`config.mk`:
```
export PLATFORM = sky130hd
export DESIGN_NAME = eth_tx_fcs_inserter
export DESIGN_NICKNAME = d
export VERILOG_FILES = /design/src/rtl/eth_pkg.sv /design/src/rtl/eth_crc32_d8.sv /design/src/rtl/eth_tx_fcs_inserter.sv
export SDC_FILE = /design/constraint.sdc
export NUM_CORES = 1
export LEC_CHECK = 0
export CAP_MARGIN = 25
export CORE_UTILIZATION = 55
export CTS_CLUSTER_SIZE = 10
export DETAILED_ROUTE_END_ITERATION = 8
export GPL_TIMING_DRIVEN = 0
export PLACE_DENSITY = 0.87
export SYNTH_ARGS = -nofsm -noshare
export SYNTH_HDL_FRONTEND = slang
export SYNTH_SLANG_ARGS = --single-unit
```
`constraint.sdc`:
```
create_clock -name aclk -period 6 [get_ports aclk]
set_input_delay 1.2 -clock aclk [delete_from_list [all_inputs] [get_ports aclk]]
set_output_delay 1.2 -clock aclk [all_outputs]
set_load 0.01 [all_outputs]
```
`src/rtl/eth_pkg.sv`:
```
// Shared Ethernet definitions: CRC-32 constants, minimum frame size,
// FCS inserter state encoding and byte-serial CRC helpers.
package eth_pkg;

  localparam logic [31:0] CRC32_POLY_REFLECTED = 32'hEDB88320;
  localparam logic [31:0] CRC32_INIT           = 32'hFFFFFFFF;
  localparam int          ETH_MIN_FRAME_BYTES  = 60;
  localparam int          LEN_WIDTH            = 11;

  typedef enum logic [1:0] {
    IDLE = 2'd0,
    PASS = 2'd1,
    PAD  = 2'd2,
    FCS  = 2'd3
  } fcs_state_t;

  // Fold one byte into a reflected CRC-32, least-significant bit first.
  function automatic logic [31:0] crc32_d8_step(input logic [31:0] crc,
                                                input logic [7:0]  data);
    logic [31:0] c;
    c = crc ^ {24'h000000, data};
    for (int i = 0; i < 8; i++) begin
      if (c[0]) begin
        c = (c >> 1) ^ CRC32_POLY_REFLECTED;
      end else begin
        c = c >> 1;
      end
    end
    return c;
  endfunction

  // Select one byte of the transmitted FCS (~crc), byte 0 goes out first.
  function automatic logic [7:0] fcs_byte(input logic [31:0] crc,
                                          input logic [1:0]  idx);
    logic [31:0] fcs;
    logic [7:0]  b;
    fcs = ~crc;
    case (idx)
      2'd0:    b = fcs[7:0];
      2'd1:    b = fcs[15:8];
      2'd2:    b = fcs[23:16];
      2'd3:    b = fcs[31:24];
      default: b = 8'h00;
    endcase
    return b;
  endfunction

endpackage

```
`src/rtl/eth_crc32_d8.sv`:
```
// Combinational one-byte CRC-32 update (IEEE 802.3, reflected).
// Shared between the transmit FCS inserter and the receive FCS checker.
module eth_crc32_d8
  import eth_pkg::*;
(
  input  logic [31:0] crc_in,
  input  logic [7:0]  data,
  output logic [31:0] crc_out
);

  // Next CRC after folding in one data byte.
  always_comb begin
    crc_out = crc32_d8_step(crc_in, data);
  end

endmodule

```
`src/rtl/eth_tx_fcs_inserter.sv`:
```
// Transmit-side FCS inserter: forwards frame bytes from the packet
// transmitter, zero-pads short frames to the Ethernet minimum, appends the
// 4-byte CRC-32 FCS and presents everything through one registered stage.
module eth_tx_fcs_inserter
  import eth_pkg::*;
#(
  parameter int DATA_WIDTH      = 8,
  parameter int MIN_FRAME_BYTES = ETH_MIN_FRAME_BYTES,
  parameter int CNT_WIDTH       = 16
) (
  input  logic                  aclk,
  input  logic                  areset,
  input  logic [DATA_WIDTH-1:0] S_DATA_IN,
  input  logic                  S_DATA_VALID,
  output logic                  S_DATA_READY,
  input  logic                  S_DATA_FIRST,
  input  logic                  S_DATA_LAST,
  output logic [DATA_WIDTH-1:0] M_DATA_OUT,
  output logic                  M_DATA_VALID,
  input  logic                  M_DATA_READY,
  output logic                  M_DATA_FIRST,
  output logic                  M_DATA_LAST,
  output logic [CNT_WIDTH-1:0]  TX_FRAME_COUNT,
  output logic [CNT_WIDTH-1:0]  DROP_COUNT
);

  localparam logic [LEN_WIDTH-1:0] LEN_MAX_C = {LEN_WIDTH{1'b1}};
  localparam logic [31:0]          MIN_LEN_C = 32'(MIN_FRAME_BYTES);

  fcs_state_t state_r;
  fcs_state_t state_nxt_s;

  logic [DATA_WIDTH-1:0] out_data_r;
  logic [DATA_WIDTH-1:0] out_data_nxt_s;
  logic                  out_first_r;
  logic                  out_first_nxt_s;
  logic                  out_last_r;
  logic                  out_last_nxt_s;
  logic                  out_valid_r;
  logic                  out_valid_nxt_s;

  logic [31:0]           crc_r;
  logic [31:0]           crc_nxt_s;
  logic [31:0]           crc_upd_s;
  logic [7:0]            crc_data_s;

  logic [LEN_WIDTH-1:0]  len_r;
  logic [LEN_WIDTH-1:0]  len_nxt_s;
  logic [LEN_WIDTH-1:0]  len_inc_s;
  logic [31:0]           len_ext_s;
  logic [1:0]            fcs_idx_r;
  logic [1:0]            fcs_idx_nxt_s;

  logic [CNT_WIDTH-1:0]  frame_cnt_r;
  logic [CNT_WIDTH-1:0]  drop_cnt_r;

  logic                  load_en_s;
  logic                  s_ready_s;
  logic                  accept_s;
  logic                  pad_needed_s;
  logic                  pad_done_s;
  logic                  drop_s;
  logic                  frame_done_s;

  // Byte-serial CRC engine; pad bytes contribute zeros.
  eth_crc32_d8 u_crc (
    .crc_in  (crc_r),
    .data    (crc_data_s),
    .crc_out (crc_upd_s)
  );

  // Handshake and length bookkeeping shared by the FSM and the datapath.
  always_comb begin
    load_en_s    = ~out_valid_r | M_DATA_READY;
    s_ready_s    = ((state_r == IDLE) | (state_r == PASS)) & load_en_s & ~areset;
    accept_s     = S_DATA_VALID & s_ready_s;
    frame_done_s = out_valid_r & M_DATA_READY & out_last_r;
    if (len_r == LEN_MAX_C) begin
      len_inc_s = len_r;
    end else begin
      len_inc_s = len_r + LEN_WIDTH'(1);
    end
    len_ext_s    = {{(32-LEN_WIDTH){1'b0}}, len_inc_s};
    pad_needed_s = (len_ext_s < MIN_LEN_C);
    pad_done_s   = (len_ext_s == MIN_LEN_C);
    if (state_r == PAD) begin
      crc_data_s = 8'h00;
    end else begin
      crc_data_s = S_DATA_IN[7:0];
    end
  end

  // Frame state register.
  always_ff @(posedge aclk or posedge areset) begin
    if (areset) begin
      state_r <= IDLE;
    end else begin
      state_r <= state_nxt_s;
    end
  end

  // Next-state decision; the last FCS byte returns to IDLE as soon as it is
  // loaded so the next frame can start while that byte is being consumed.
  always_comb begin
    state_nxt_s = state_r;
    case (state_r)
      IDLE: begin
        if (accept_s && S_DATA_FIRST) begin
          if (S_DATA_LAST) begin
            state_nxt_s = pad_needed_s ? PAD : FCS;
          end else begin
            state_nxt_s = PASS;
          end
        end else begin
          state_nxt_s = IDLE;
        end
      end
      PASS: begin
        if (accept_s && S_DATA_LAST) begin
          state_nxt_s = pad_needed_s ? PAD : FCS;
        end else begin
          state_nxt_s = PASS;
        end
      end
      PAD: begin
        if (load_en_s && pad_done_s) begin
          state_nxt_s = FCS;
        end else begin
          state_nxt_s = PAD;
        end
      end
      FCS: begin
        if (load_en_s && (fcs_idx_r == 2'd3)) begin
          state_nxt_s = IDLE;
        end else begin
          state_nxt_s = FCS;
        end
      end
      default: state_nxt_s = IDLE;
    endcase
  end

  // Per-state datapath control: what goes into the output register and how
  // the CRC, length and FCS byte index advance.
  always_comb begin
    out_data_nxt_s  = out_data_r;
    out_first_nxt_s = out_first_r;
    out_last_nxt_s  = out_last_r;
    out_valid_nxt_s = load_en_s ? 1'b0 : out_valid_r;
    crc_nxt_s       = crc_r;
    len_nxt_s       = len_r;
    fcs_idx_nxt_s   = fcs_idx_r;
    drop_s          = 1'b0;
    case (state_r)
      IDLE: begin
        if (accept_s) begin
          if (S_DATA_FIRST) begin
            out_data_nxt_s  = S_DATA_IN;
            out_first_nxt_s = 1'b1;
            out_last_nxt_s  = 1'b0;
            out_valid_nxt_s = 1'b1;
            crc_nxt_s       = crc_upd_s;
            len_nxt_s       = len_inc_s;
          end else begin
            drop_s = 1'b1;
          end
        end else begin
          drop_s = 1'b0;
        end
      end
      PASS: begin
        if (accept_s) begin
          out_data_nxt_s  = S_DATA_IN;
          out_first_nxt_s = 1'b0;
          out_last_nxt_s  = 1'b0;
          out_valid_nxt_s = 1'b1;
          crc_nxt_s       = crc_upd_s;
          len_nxt_s       = len_inc_s;
        end else begin
          drop_s = 1'b0;
        end
      end
      PAD: begin
        if (load_en_s) begin
          out_data_nxt_s  = {DATA_WIDTH{1'b0}};
          out_first_nxt_s = 1'b0;
          out_last_nxt_s  = 1'b0;
          out_valid_nxt_s = 1'b1;
          crc_nxt_s       = crc_upd_s;
          len_nxt_s       = len_inc_s;
        end else begin
          drop_s = 1'b0;
        end
      end
      FCS: begin
        if (load_en_s) begin
          out_data_nxt_s  = DATA_WIDTH'(fcs_byte(crc_r, fcs_idx_r));
          out_first_nxt_s = 1'b0;
          out_last_nxt_s  = (fcs_idx_r == 2'd3);
          out_valid_nxt_s = 1'b1;
          if (fcs_idx_r == 2'd3) begin
            crc_nxt_s     = CRC32_INIT;
            len_nxt_s     = {LEN_WIDTH{1'b0}};
            fcs_idx_nxt_s = 2'd0;
          end else begin
            fcs_idx_nxt_s = fcs_idx_r + 2'd1;
          end
        end else begin
          drop_s = 1'b0;
        end
      end
      default: begin
        drop_s = 1'b0;
      end
    endcase
  end

  // Output register, CRC accumulator, length and FCS byte index.
  always_ff @(posedge aclk or posedge areset) begin
    if (areset) begin
      out_data_r  <= {DATA_WIDTH{1'b0}};
      out_first_r <= 1'b0;
      out_last_r  <= 1'b0;
      out_valid_r <= 1'b0;
      crc_r       <= CRC32_INIT;
      len_r       <= {LEN_WIDTH{1'b0}};
      fcs_idx_r   <= 2'd0;
    end else begin
      out_data_r  <= out_data_nxt_s;
      out_first_r <= out_first_nxt_s;
      out_last_r  <= out_last_nxt_s;
      out_valid_r <= out_valid_nxt_s;
      crc_r       <= crc_nxt_s;
      len_r       <= len_nxt_s;
      fcs_idx_r   <= fcs_idx_nxt_s;
    end
  end

  // Debug counters: frames whose last FCS byte left, bytes dropped in IDLE.
  always_ff @(posedge aclk or posedge areset) begin
    if (areset) begin
      frame_cnt_r <= {CNT_WIDTH{1'b0}};
      drop_cnt_r  <= {CNT_WIDTH{1'b0}};
    end else begin
      if (frame_done_s) begin
        frame_cnt_r <= frame_cnt_r + CNT_WIDTH'(1);
      end else begin
        frame_cnt_r <= frame_cnt_r;
      end
      if (drop_s) begin
        drop_cnt_r <= drop_cnt_r + CNT_WIDTH'(1);
      end else begin
        drop_cnt_r <= drop_cnt_r;
      end
    end
  end

  assign S_DATA_READY   = s_ready_s;
  assign M_DATA_OUT     = out_data_r;
  assign M_DATA_VALID   = out_valid_r;
  assign M_DATA_FIRST   = out_first_r;
  assign M_DATA_LAST    = out_last_r;
  assign TX_FRAME_COUNT = frame_cnt_r;
  assign DROP_COUNT     = drop_cnt_r;

endmodule

```
==> results of run 1 <==
-- worst max path at each step --
stage               slack [ns]            end
finish                    2.13   S_DATA_READY
global route              2.07   S_DATA_READY
floorplan                 2.52  DROP_COUNT[0]
detailed placement        2.09      crc_r[26]
global placement          1.09      len_r[10]
CTS                       2.14   S_DATA_READY
-- placed cells by master, fill, tap and decap left out, types with 13 or more instances in the layout --
master            n
a21oi_1          37
dfstp_2          32
nand3_1          15
nand4_1          13
o21ai_0          17
dfrtp_1          58
xnor2_1          60
nor2_1           60
nand2_1          39
a31oi_1          17
xor2_1           18
clkbuf_1         15
clkdlybuf4s50_1  57
-- report_power, final --
group,total (mW),switching [mW],internal [mW]
clock network,0.446,0.245,0.201
logic,2.28,1.12,1.16
registers,1.01,0.161,0.851
-- worst max-delay path: stages --
cell             delay [ns]
clkdlybuf4s50_1        0.49
nor2b_1                0.11
nor3_1                 0.26
clkdlybuf4s50_1        0.60
-- flip-flops by register name, summed over array words and instances, names as in the netlist --
| signal | flops |
|---|---|
| DROP_COUNT | 16 |
| M_DATA_FIRST | 1 |
| M_DATA_LAST | 1 |
| M_DATA_OUT | 8 |
| M_DATA_VALID | 1 |
| TX_FRAME_COUNT | 16 |
| crc_r | 32 |
| fcs_idx_r | 2 |
| len_r | 11 |
| state_r | 2 |
-- logic make-up after synthesis --
family,count (synthesis),share of synthesized area
buffers and inverters,38,0.0322
AND/OR/NAND/NOR,172,0.157
adder cells (fa/ha/maj),7,0.0164
XOR/XNOR,100,0.219
AO/OA/AOI/OAI,114,0.137
multiplexers,4,0.00822
flip-flops,90,0.430
-- per-layer routing --
| layer | part of all wire | track usage | up-vias | wire length (um) |
|---|---|---|---|---|
| li1 | - | - | 1980 | - |
| met1 | 0.43 | 0.345 | 2093 | 5400 |
| met2 | 0.49 | 0.448 | 183 | 6210 |
| met3 | 0.065 | 0.0501 | 27 | 824 |
| met4 | 0.021 | 0.114 | 0 | 262 |
| met5 | 0 | 0 | - | 0 |
-- final cells by class --
cell class                      instances  area share
Buffer                                 28      0.0213
Clock buffer                            9      0.0197
Clock inverter                          7      0.0133
Inverter                               10     0.00636
Multi-Input combinational cell        397       0.455
Sequential cell                        90       0.364
Tap cell                              129      0.0256
Timing Repair Buffer                   58      0.0949
==> impl_results.md, run 1 <==
- Outcome: finished clean
- Initial antenna violation count: 0
- Register area: 0.00229 mm2
- Post-CTS Hold Buffers: 0
- Final cell count without fillers: ~730
- CTS H-tree depth: 3
- Avg WL per Cell: ~17 um
- CTS max path bufs: 2
- Post-route DRC violation count: 0
- Pwr Density: just under 600 mW/mm2
- CTS root buffer: clkbuf_8
- Crit path from: M_DATA_READY
- I/O pin total: 58
- Main synth FF type: dfrtp_1
- Clock Latency Late Sink: 0.37 ns
- Setup ws final: 2.13 ns
- Clock Pin Slew Worst Setup and Hold Paths: 0.09 ns
- Final WL: between 10 and 15 mm
- Vias per inst: between 5 and 6
- Period minus WS final: roughly 3.9 ns
- Post-CTS resize count: 0
- Worst r2r src: M_DATA_VALID
- Required time of the critical path: approximately 4.8 ns
- CTS tree: yes
- Leak: ~2.6 nW
- Pre-CTS setup slack: roughly 2.1 ns
- Syn Nets: between 500 and 600
- Filler cells: about 690
- Buffers on Ports: 57
- Design area: roughly 0.0063 mm2
- Area post-placement: around 0.0061 mm2
- Placed Cells: roughly 710
- R2R cell count: 6
- Min-delay src: DROP_COUNT[15]
- Max-slew violation count: 0
- First-pass GRT wire length: 20.9 mm
- ANT nets after route: 0
- Synth top area share: 0.272
- Worst-margin pin slew: just under 0.8 ns
- Share of layout cells above drive strength 1: 0.135
- Post-synth EDFFs: 0
- Critical Path AT: roughly 2.7 ns
- Die area: between 0.01 and 0.015 mm2
- Max-Slew Margin vs Limit: 0.484
- R2r setup slk: between 3 and 4 ns
- Cts bufs inserted: 9
- DRT Pass-1 Iters: 5
- Antenna fix cells: 0
- WHS: between 0.4 and 0.5 ns
- RePlAce Congestion: approximately 0.9
- Clock sinks: 90
- Cell row count: 35
- Worst r2r dst: crc_r[17]
- Post-synth design cell area: approximately 0.0053 mm2
- Largest net degree at the start of global routing: between 50 and 60
- Synth warnings: 0
- Hold Path Depth: 1
- Area leader, netlist: dfrtp_1
- VDD IR max: 0.280 mV
- Cells after synthesis: ~530
- Final Hold Fails: 0
- # Post-CTS Setup Buffers: 0
- Die height: between 100 and 150 um
- Area added between synthesis and finish: 18.2%
- Hold Path End: DROP_COUNT[15]
- Setup CP Type: input pin to primary output
- Most frequent cells after synthesis: 60 x nor2_1, 60 x xnor2_1, 58 x dfrtp_1
- Vias in the first global route: ~4,200
- Final nets: ~620
- Setup Viol. Count Final: 0
- Power Total: between 3 and 4 mW
- Post-layout util: 0.675
- Core area: 0.00933 mm2
- DR vias: approximately 4,300
- Die Wd: around 100 um
- Footprint of the multi-input gates: around 0.0029 mm2
- Initial Util: 0.571
- Yosys reg bits: 90
- Setup crit start kind: input pin
- DR iter-0 viols: 406
- Hold Path Class: flop to flop
- RSZ-0062 raised after global routing: no
- Average size of a mapped cell: 10.2 um2
- Register area share after synthesis: 0.430
- TNS Setup: 0 ns
- Fin crit share: 0.644
- Max Cap Viol: 0
- F_max: ~260 MHz
- Critical path fanouts, max: 5
- GRT Overall Usage: 0.269
- Distinct cells, synth: 61
- Clock Skews: roughly 0.015 ns
- GRT overflow: 0
- Area contributors post-synth: dfrtp_1 27%, dfstp_2 16%, xnor2_1 9.9%, nor2_1 4.2%, xnor3_1 3.8%
- Setup crit end kind: primary output
- Fraction of registers with async set/reset: 1.00
- Post-DP HPWL: roughly 9.3 mm
Note: power is estimated with default switching activity, not from simulation.
==> run 2, diff against run 1 <==
- clock period: 6 -> 4 ns (I/O delays scaled with it)
==> results of run 2 <==
Same layout as run 1 (identical final DEF). Status: finished clean.
Among the figures that moved: setup slack after placement 2.09 ns -> 0.491 ns; clock-pin slew on the worst setup and hold paths 0.09 ns -> 0.10 ns; setup slack after layout 2.13 ns -> 0.792 ns; end point of the critical path S_DATA_READY -> crc_r[17]; register-to-register setup slack 3.21 ns -> 1.21 ns; total power 3.74 mW -> 5.61 mW; worst IR drop on VDD 0.280 mV -> 0.420 mV
